===== src/rtl/select_decode_if.sv =====
// Control/data bundle between the miniSRC control unit and the register-select decoder.
// The master drives IR load and select controls; the slave returns IR fields and enables.
interface select_decode_if;
  logic [31:0] BusMuxOut;
  logic        IRin;
  logic        Gra;
  logic        Grb;
  logic        Grc;
  logic        Rin;
  logic        Rout;
  logic        BAout;
  logic [31:0] IR_q;
  logic [4:0]  opcode;
  logic [31:0] C_sext;
  logic [15:0] Rin_en;
  logic [15:0] Rout_en;
  logic        R0_zero;
  logic        sel_err;

  modport master (
    output BusMuxOut, IRin, Gra, Grb, Grc, Rin, Rout, BAout,
    input  IR_q, opcode, C_sext, Rin_en, Rout_en, R0_zero, sel_err
  );

  modport slave (
    input  BusMuxOut, IRin, Gra, Grb, Grc, Rin, Rout, BAout,
    output IR_q, opcode, C_sext, Rin_en, Rout_en, R0_zero, sel_err
  );
endinterface


===== src/rtl/select_decode_unit.sv =====
// miniSRC register-select decoder: holds IR, decodes Ra/Rb/Rc into registered one-hot
// R0-R15 write/read enables, and latches a sticky flag on illegal select/control mixes.
module select_decode_unit (
  input  logic           clk,
  input  logic           clr,
  select_decode_if.slave bus
);

  logic [31:0] r_ir;
  logic [15:0] r_rin_en;
  logic [15:0] r_rout_en;
  logic        r_r0_zero;
  logic        r_sel_err;

  logic [3:0]  w_field;
  logic [15:0] w_onehot;
  logic        w_sel_any;
  logic        w_sel_multi;
  logic        w_ctl_any;
  logic        w_illegal;
  logic        w_field_nz;
  logic [15:0] w_rin_nxt;
  logic [15:0] w_rout_nxt;
  logic        w_r0_zero_nxt;

  function automatic logic [15:0] onehot16(input logic [3:0] idx);
    onehot16 = 16'h0001 << idx;
  endfunction

  // Instruction register
  always_ff @(posedge clk or posedge clr) begin
    if (clr) begin
      r_ir <= 32'h0000_0000;
    end else if (bus.IRin) begin
      r_ir <= bus.BusMuxOut;
    end else begin
      r_ir <= r_ir;
    end
  end

  // Field mux and decode of the next enable values
  always_comb begin
    w_field       = 4'h0;
    w_sel_any     = 1'b0;
    w_sel_multi   = 1'b0;
    w_ctl_any     = 1'b0;
    w_illegal     = 1'b0;
    w_field_nz    = 1'b0;
    w_onehot      = 16'h0000;
    w_rin_nxt     = 16'h0000;
    w_rout_nxt    = 16'h0000;
    w_r0_zero_nxt = 1'b0;

    w_field = ({4{bus.Gra}} & r_ir[26:23]) |
              ({4{bus.Grb}} & r_ir[22:19]) |
              ({4{bus.Grc}} & r_ir[18:15]);
    w_sel_any   = bus.Gra | bus.Grb | bus.Grc;
    w_sel_multi = (bus.Gra & bus.Grb) | (bus.Gra & bus.Grc) | (bus.Grb & bus.Grc);
    w_ctl_any   = bus.Rin | bus.Rout | bus.BAout;
    w_illegal   = w_ctl_any & (w_sel_multi | ~w_sel_any);
    w_field_nz  = (w_field != 4'h0);
    w_onehot    = w_sel_any ? onehot16(w_field) : 16'h0000;

    // An illegal cycle forces every enable low so no two sources can drive the bus
    if (w_illegal) begin
      w_rin_nxt     = 16'h0000;
      w_rout_nxt    = 16'h0000;
      w_r0_zero_nxt = 1'b0;
    end else begin
      w_rin_nxt     = bus.Rin ? w_onehot : 16'h0000;
      w_rout_nxt    = (bus.Rout | (bus.BAout & w_field_nz)) ? w_onehot : 16'h0000;
      w_r0_zero_nxt = bus.BAout & ~w_field_nz & w_sel_any & ~bus.Rout;
    end
  end

  // Registered enables and sticky error flag
  always_ff @(posedge clk or posedge clr) begin
    if (clr) begin
      r_rin_en  <= 16'h0000;
      r_rout_en <= 16'h0000;
      r_r0_zero <= 1'b0;
      r_sel_err <= 1'b0;
    end else begin
      r_rin_en  <= w_rin_nxt;
      r_rout_en <= w_rout_nxt;
      r_r0_zero <= w_r0_zero_nxt;
      r_sel_err <= r_sel_err | w_illegal;
    end
  end

  assign bus.IR_q    = r_ir;
  assign bus.opcode  = r_ir[31:27];
  assign bus.C_sext  = {{13{r_ir[18]}}, r_ir[18:0]};
  assign bus.Rin_en  = r_rin_en;
  assign bus.Rout_en = r_rout_en;
  assign bus.R0_zero = r_r0_zero;
  assign bus.sel_err = r_sel_err;

endmodule


===== src/flat_wrapper.sv =====
// flat-port wrapper written by rule: the top's interface ports become plain ports
module select_decode_unit_flat 
  (clk, clr, bus_BusMuxOut, bus_IRin, bus_Gra, bus_Grb, bus_Grc, bus_Rin, bus_Rout, bus_BAout, bus_IR_q, bus_opcode, bus_C_sext, bus_Rin_en, bus_Rout_en, bus_R0_zero, bus_sel_err);
  select_decode_if bus_i ();
  input  logic clk;
  input  logic clr;
  input wire logic [$bits(bus_i.BusMuxOut)-1:0] bus_BusMuxOut;
  input wire logic [$bits(bus_i.IRin)-1:0] bus_IRin;
  input wire logic [$bits(bus_i.Gra)-1:0] bus_Gra;
  input wire logic [$bits(bus_i.Grb)-1:0] bus_Grb;
  input wire logic [$bits(bus_i.Grc)-1:0] bus_Grc;
  input wire logic [$bits(bus_i.Rin)-1:0] bus_Rin;
  input wire logic [$bits(bus_i.Rout)-1:0] bus_Rout;
  input wire logic [$bits(bus_i.BAout)-1:0] bus_BAout;
  output wire logic [$bits(bus_i.IR_q)-1:0] bus_IR_q;
  output wire logic [$bits(bus_i.opcode)-1:0] bus_opcode;
  output wire logic [$bits(bus_i.C_sext)-1:0] bus_C_sext;
  output wire logic [$bits(bus_i.Rin_en)-1:0] bus_Rin_en;
  output wire logic [$bits(bus_i.Rout_en)-1:0] bus_Rout_en;
  output wire logic [$bits(bus_i.R0_zero)-1:0] bus_R0_zero;
  output wire logic [$bits(bus_i.sel_err)-1:0] bus_sel_err;
  assign bus_i.BusMuxOut = bus_BusMuxOut;
  assign bus_i.IRin = bus_IRin;
  assign bus_i.Gra = bus_Gra;
  assign bus_i.Grb = bus_Grb;
  assign bus_i.Grc = bus_Grc;
  assign bus_i.Rin = bus_Rin;
  assign bus_i.Rout = bus_Rout;
  assign bus_i.BAout = bus_BAout;
  assign bus_IR_q = bus_i.IR_q;
  assign bus_opcode = bus_i.opcode;
  assign bus_C_sext = bus_i.C_sext;
  assign bus_Rin_en = bus_i.Rin_en;
  assign bus_Rout_en = bus_i.Rout_en;
  assign bus_R0_zero = bus_i.R0_zero;
  assign bus_sel_err = bus_i.sel_err;
  select_decode_unit u_core (.clk(clk), .clr(clr), .bus(bus_i));
endmodule

===== config.mk =====
export PLATFORM = sky130hd
export DESIGN_NAME = select_decode_unit_flat
export DESIGN_NICKNAME = d
export VERILOG_FILES = /design/src/rtl/select_decode_if.sv /design/src/rtl/select_decode_unit.sv /design/src/flat_wrapper.sv
export SDC_FILE = /design/constraint.sdc
export NUM_CORES = 1
export LEC_CHECK = 0
export CAP_MARGIN = 5
export CELL_PAD_IN_SITES_DETAIL_PLACEMENT = 0
export CELL_PAD_IN_SITES_GLOBAL_PLACEMENT = 1
export CORE_ASPECT_RATIO = 1.25
export CORE_MARGIN = 3
export CORE_UTILIZATION = 32
export DETAILED_ROUTE_END_ITERATION = 12
export GPL_TIMING_DRIVEN = 0
export PLACE_DENSITY = 0.95
export SLEW_MARGIN = 40
export SYNTH_ARGS = -nofsm -noshare
export SYNTH_HDL_FRONTEND = slang
export SYNTH_SLANG_ARGS = --single-unit

===== constraint.sdc =====
create_clock -name clk -period 2.8 [get_ports clk]
set_input_delay 0.28 -clock clk [delete_from_list [all_inputs] [get_ports clk]]
set_output_delay 0.28 -clock clk [all_outputs]
set_load 0.005 [all_outputs]

# --- Word level (Yosys, flattened, before mapping) ---
# Cells that the tools add are included.
word_totals:
  reg_bits: 66
  inputBits: 41
  output_inout_bits: 103
  word_cells: 38
classes:
  n_shift: 1
  muxes: 6
  n_bitwise: 25
  reduce_logical: 1
ops:
  columns: ["cell", "n"]
  rows:
  - ["$mux W16", 5]
  - ["$shl A1 B4 Y16 const A", 1]
  - ["$and A4 B4 Y4", 3]
  - ["$or A1 B1 Y1", 9]
  - ["$and A1 B1 Y1", 8]
  - ["$or A4 B4 Y4", 2]
  - ["$reduce_bool A4 Y1", 1]
  - ["$not A1 Y1", 3]
  - ["$mux W1", 1]

# --- Longest topological paths before layout ---
logic_depth:
  depth_word: 9
  ltp_mapped: 5
  ltp_nobuf: 3

# --- Worst setup path after synthesis ---
# OpenSTA, ideal clock, no wires.
synth_timing:
  kind: "reg-to-reg"
  start: "register u_core.r_ir[16] (netlist: u_core.bus.IR_q[16])"
  end: "register u_core.r_rout_en[1] (netlist: u_core.bus.Rout_en[1])"
  setup_ns: 0.088
  arrival_ns: 1.603
  required_ns: 2.712
  slack_ns: 1.110
  path_stages_with_launch: 4
  path_buffers: 0
  synth_period_minus_slack_ns: 1.690
  cell_sequence: "dfrtp_1 a222oi_1 or3b_1 nor3_1"
synth_via:
  elab_chain_len: 7
  word_cells_on_any_way: 9
  classes_between: "shift (1); mux (3); bitwise (4); reduce/logical (1)"
synth_lines:
  columns: ["element", "line", "text"]
  rows:
  - ["start, declared", "select_decode_unit.sv:9", "logic [31:0] r_ir;"]
  - ["start signal, assigned", "select_decode_unit.sv:35", "r_ir <= bus.BusMuxOut;"]
  - ["start signal, assigned", "select_decode_unit.sv:37", "r_ir <= r_ir;"]
  - ["$and A4 B4 Y4 (*)", "select_decode_unit.sv:56", "({4{bus.Grc}} & r_ir[18:15]);"]
  - ["$or A4 B4 Y4 (*)", "select_decode_unit.sv:55", "({4{bus.Grb}} & r_ir[22:19]) |"]
  - ["$reduce_bool A4 Y1", "select_decode_unit.sv:61", "w_field_nz = (w_field != 4'h0);"]
  - ["$and A1 B1 Y1", "select_decode_unit.sv:71", "w_rout_nxt = (bus.Rout | (bus.BAout & w_field_nz)) ? w_onehot : 16'h0000;"]
  - ["$or A1 B1 Y1", "select_decode_unit.sv:71", null]
  - ["$mux W16 (*)", "select_decode_unit.sv:71", null]
  - ["$mux W16 (*)", "select_decode_unit.sv:65", "if (w_illegal) begin"]
  - ["named net u_core.w_rout_nxt[1]", "select_decode_unit.sv:23", "logic [15:0] w_rout_nxt;"]
  - ["end signal, assigned", "select_decode_unit.sv:85", "r_rout_en <= w_rout_nxt;"]
  - ["end, declared", "select_decode_unit.sv:11", "logic [15:0] r_rout_en;"]
# The timed path passes the listed nets; every way through them passes the cells marked *.
# A chain may end at the register's enable or synchronous reset.

# --- Worst setup path in the final report ---
layout_timing:
  start: "input port bus_Grc"
  end: "register u_core.r_rout_en[6] (netlist: u_core.bus.Rout_en[6])"
layout_via:
  elab_chain_len: 7
  word_cells_on_any_way: 17
  classes_between: "shift (1); mux (3); bitwise (12); reduce/logical (1)"
layout_lines:
  columns: ["element", "line", "text"]
  rows:
  - ["start, declared", "flat_wrapper.sv:11", "input wire logic [$bits(bus_i.Grc)-1:0] bus_Grc;"]
  - ["$and A4 B4 Y4", "select_decode_unit.sv:56", null]
  - ["$or A4 B4 Y4", "select_decode_unit.sv:55", null]
  - ["$reduce_bool A4 Y1", "select_decode_unit.sv:61", null]
  - ["$and A1 B1 Y1", "select_decode_unit.sv:71", null]
  - ["$or A1 B1 Y1", "select_decode_unit.sv:71", null]
  - ["$mux W16", "select_decode_unit.sv:71", null]
  - ["$mux W16 (*)", "select_decode_unit.sv:65", null]
  - ["named net u_core.w_rout_nxt[6]", "select_decode_unit.sv:23", null]
# Marks and branches as above.

==> run summary <==
Port bufs: 140
Layout cell share with drive strength beyond 1: 0.263
RD Place Congestion: 0.723
Yosys cell types: 25
Horiz. Die Dim: 88.4 um
CTS tree: done
N_diodes: 0
Minimum clock period after layout: 2.12 ns
Total grt overflow: 0
Clk root buf: clkbuf_8
Synth Instances: 210
Syn Nets: 251
GRT Total Usage: 0.156
LEAKAGE: 1.93 nW
DIE HEIGHT: 109 um
DR iter-0 viols: 105
#FFs+latches synth: 66
Hold Vio Cnt, Final: 0
Initial antenna violation count: 0
DRT Wirelength: 7180 um
TritonCTS Buffers: 9
TNS Setup: 0 ns
Post-synthesis area per instance: 12.9 um2
Ys Warns: 0
Reg2reg start: u_core.bus.IR_q[18]
Routed Antenna Nets: 0
Largest net degree at the start of global routing: 47
Number of H-tree levels: 3
Power per standard cell area: 578 nW/um2
Worst Path Buf+Inv: 2
Register area share after synthesis: 0.608
Final nets: 405
Total chip power: 2.61 mW
Critical path cell sequence: clkdlybuf4s50_1 -> a222oi_1 -> buf_1 -> or3b_1 -> nor3_1
Part of the cycle the worst path needs: 0.756
First-pass GRT wire length: 11400 um
Vias in the first global route: 2284
R2R cell count: 3
Kind of critical path: input pin to register
Row count: 36
Delay-heaviest family, CP: buffers and inverters
CP arrival: 2.37 ns
Hold-fix buffers, CTS: 0
Worst-path clk slew: 0.08 ns
Final setup fails: 0
Core Footprint: 8020 um2
Initial Utilization: 0.339
Clock buffer depth: 2
Mapped cell area: 2720 um2
IO Pins: 144
Drt drc: 0
Reg-to-Reg End: u_core.bus.Rout_en[0]
Max-cap check violation count: 0
Crit-path max FO: 8
Post-CTS Setup Bufs: 0
Max Fclk: 0.472 GHz
Slew @ Worst Pin: 0.700 ns
Status: finished, final reports clean
Die area: 9640 um2
Clock Sink Count: 66
RSZ-0062 raised after global routing: false
CP Capture Type: register
Via count: 2167
Wire length per cell: 15.5 um
CP Data Required Time: 3.05 ns
Critical Path Max Stage Delay: 0.73 ns
Min-Delay Path Class: input pin to async pin
Pins Over Slew Limit: 0
Routed vias/inst: 4.67
Hold WS: 0.241 ns
Worst slew margin: 0.534
Internal reg-to-reg setup slack: 0.76 ns
Synthesis-to-layout area growth: 66.7%
Slowest CP cell: a222oi_1
# resized after CTS: 0
Final clock skew: 0.00663 ns
Peak supply drop: 0.287 mV
Post-DP HPWL: 5590 um
Worst-skew pair later-pin latency: 0.34 ns
Drt first pass iters: 4
Setup crit start kind: input pin
[cells in the final DEF (no fill, tap or decap)]
cell	n
buf_6	1
nand3b_1	3
buf_2	2
a211oi_2	1
xor2_1	1
bufinv_16	3
a21oi_1	2
o31ai_2	1
or3b_2	1
or3b_1	2
or3_2	2
buf_1	7
clkbuf_1	3
clkinv_4	1
or2_2	2
clkdlybuf4s50_1	140
nor3_1	32
dfrtp_1	66
inv_1	2
clkinv_2	1
inv_4	1
nor3b_1	1
nand2_1	1
mux2_2	32
buf_12	1
nand3_1	2
inv_6	1
nor2_1	2
nor4_1	2
clkbuf_8	10
nand2b_1	2
a222oi_1	4
buf_4	37
[metrics by stage]
step	worst slack [ns]	util	area, um2	cells
after floorplan	0.865	-	2720	210
after global placement	-0.171	0.528	4240	445
after detailed placement	0.347	0.532	4270	448
after CTS	0.702	0.563	4520	464
after global routing	0.445	0.565	4530	464
final	0.683	0.565	4530	464
[per-layer routing]
| layer | vias up | part of all wire | global-route usage |
|---|---|---|---|
| li1 | 1007 | - | - |
| met1 | 1046 | 0.39 | 0.186 |
| met2 | 105 | 0.52 | 0.265 |
| met3 | 9 | 0.078 | 0.0522 |
| met4 | 0 | 0.013 | 0.0464 |
| met5 | - | 0 | 0 |
[flip-flops by register name, indices dropped and copies added, names as in the netlist]
| register | count |
|---|---|
| u_core.bus.R0_zero | 1 |
| u_core.bus.Rout_en | 16 |
| u_core.bus.Rin_en | 16 |
| u_core.bus.sel_err | 1 |
| u_core.bus.IR_q | 32 |
[cells in the mapped netlist, drive strengths merged]
master,number,area share
nand3,2,0.0037
inv,3,0.0041
xor2,1,0.0032
nand2,1,0.0014
dfrtp,66,0.61
nor3b,1,0.0028
o31ai,1,0.0028
or3,2,0.0055
a222oi,4,0.015
clkbuf,3,0.0041
a211oi,1,0.0028
or2,2,0.0046
mux2,32,0.13
or3b,3,0.0097
nand3b,3,0.0083
nor2,2,0.0028
nand2b,2,0.0046
buf,45,0.12
nor3,32,0.059
nor4,2,0.0046
a21oi,2,0.0037
[cell type report]
type,count,area (um2)
clock inverter,6,113
buffer,48,329
sequential,66,1650
timing repair buffer,143,1430
tap,95,119
multi-input combinational,93,734
clock buffer,10,138
fill,689,3490
inverter,3,13.8
[worst max-delay path by stage]
stage | start | end | slack, ns | depth (start not counted)
after floorplan | clr | u_core.bus.IR_q[0] | 0.87 | 1
after global placement | clr | u_core.bus.Rin_en[7] | -0.17 | 2
after detailed placement | bus_Grc | u_core.bus.Rout_en[2] | 0.35 | 5
after CTS | bus_Grc | u_core.bus.Rout_en[2] | 0.70 | 5
after global routing | bus_Grc | u_core.bus.Rout_en[14] | 0.45 | 5
final | bus_Grc | u_core.bus.Rout_en[6] | 0.68 | 5
[report_power, final]
group          switching [mW]  internal [mW]  total [mW]  leakage, nW
Combinational           0.193          0.366       0.559        0.957
Sequential             0.0473           1.01        1.06        0.842
Clock                   0.379          0.619       0.998        0.127
Total                   0.620           1.99        2.61         1.93
[logic make-up (layout without fill, tap and decap cells)]
logic type,Yosys count,count (layout),synth area share
xor+xnor,1,1,0.00322
simple gates,52,52,0.107
compound gates,8,8,0.0240
buf+inv,51,210,0.125
mux,32,32,0.133
flops,66,66,0.608
No activity file was read; power rests on OpenSTA's default activity.
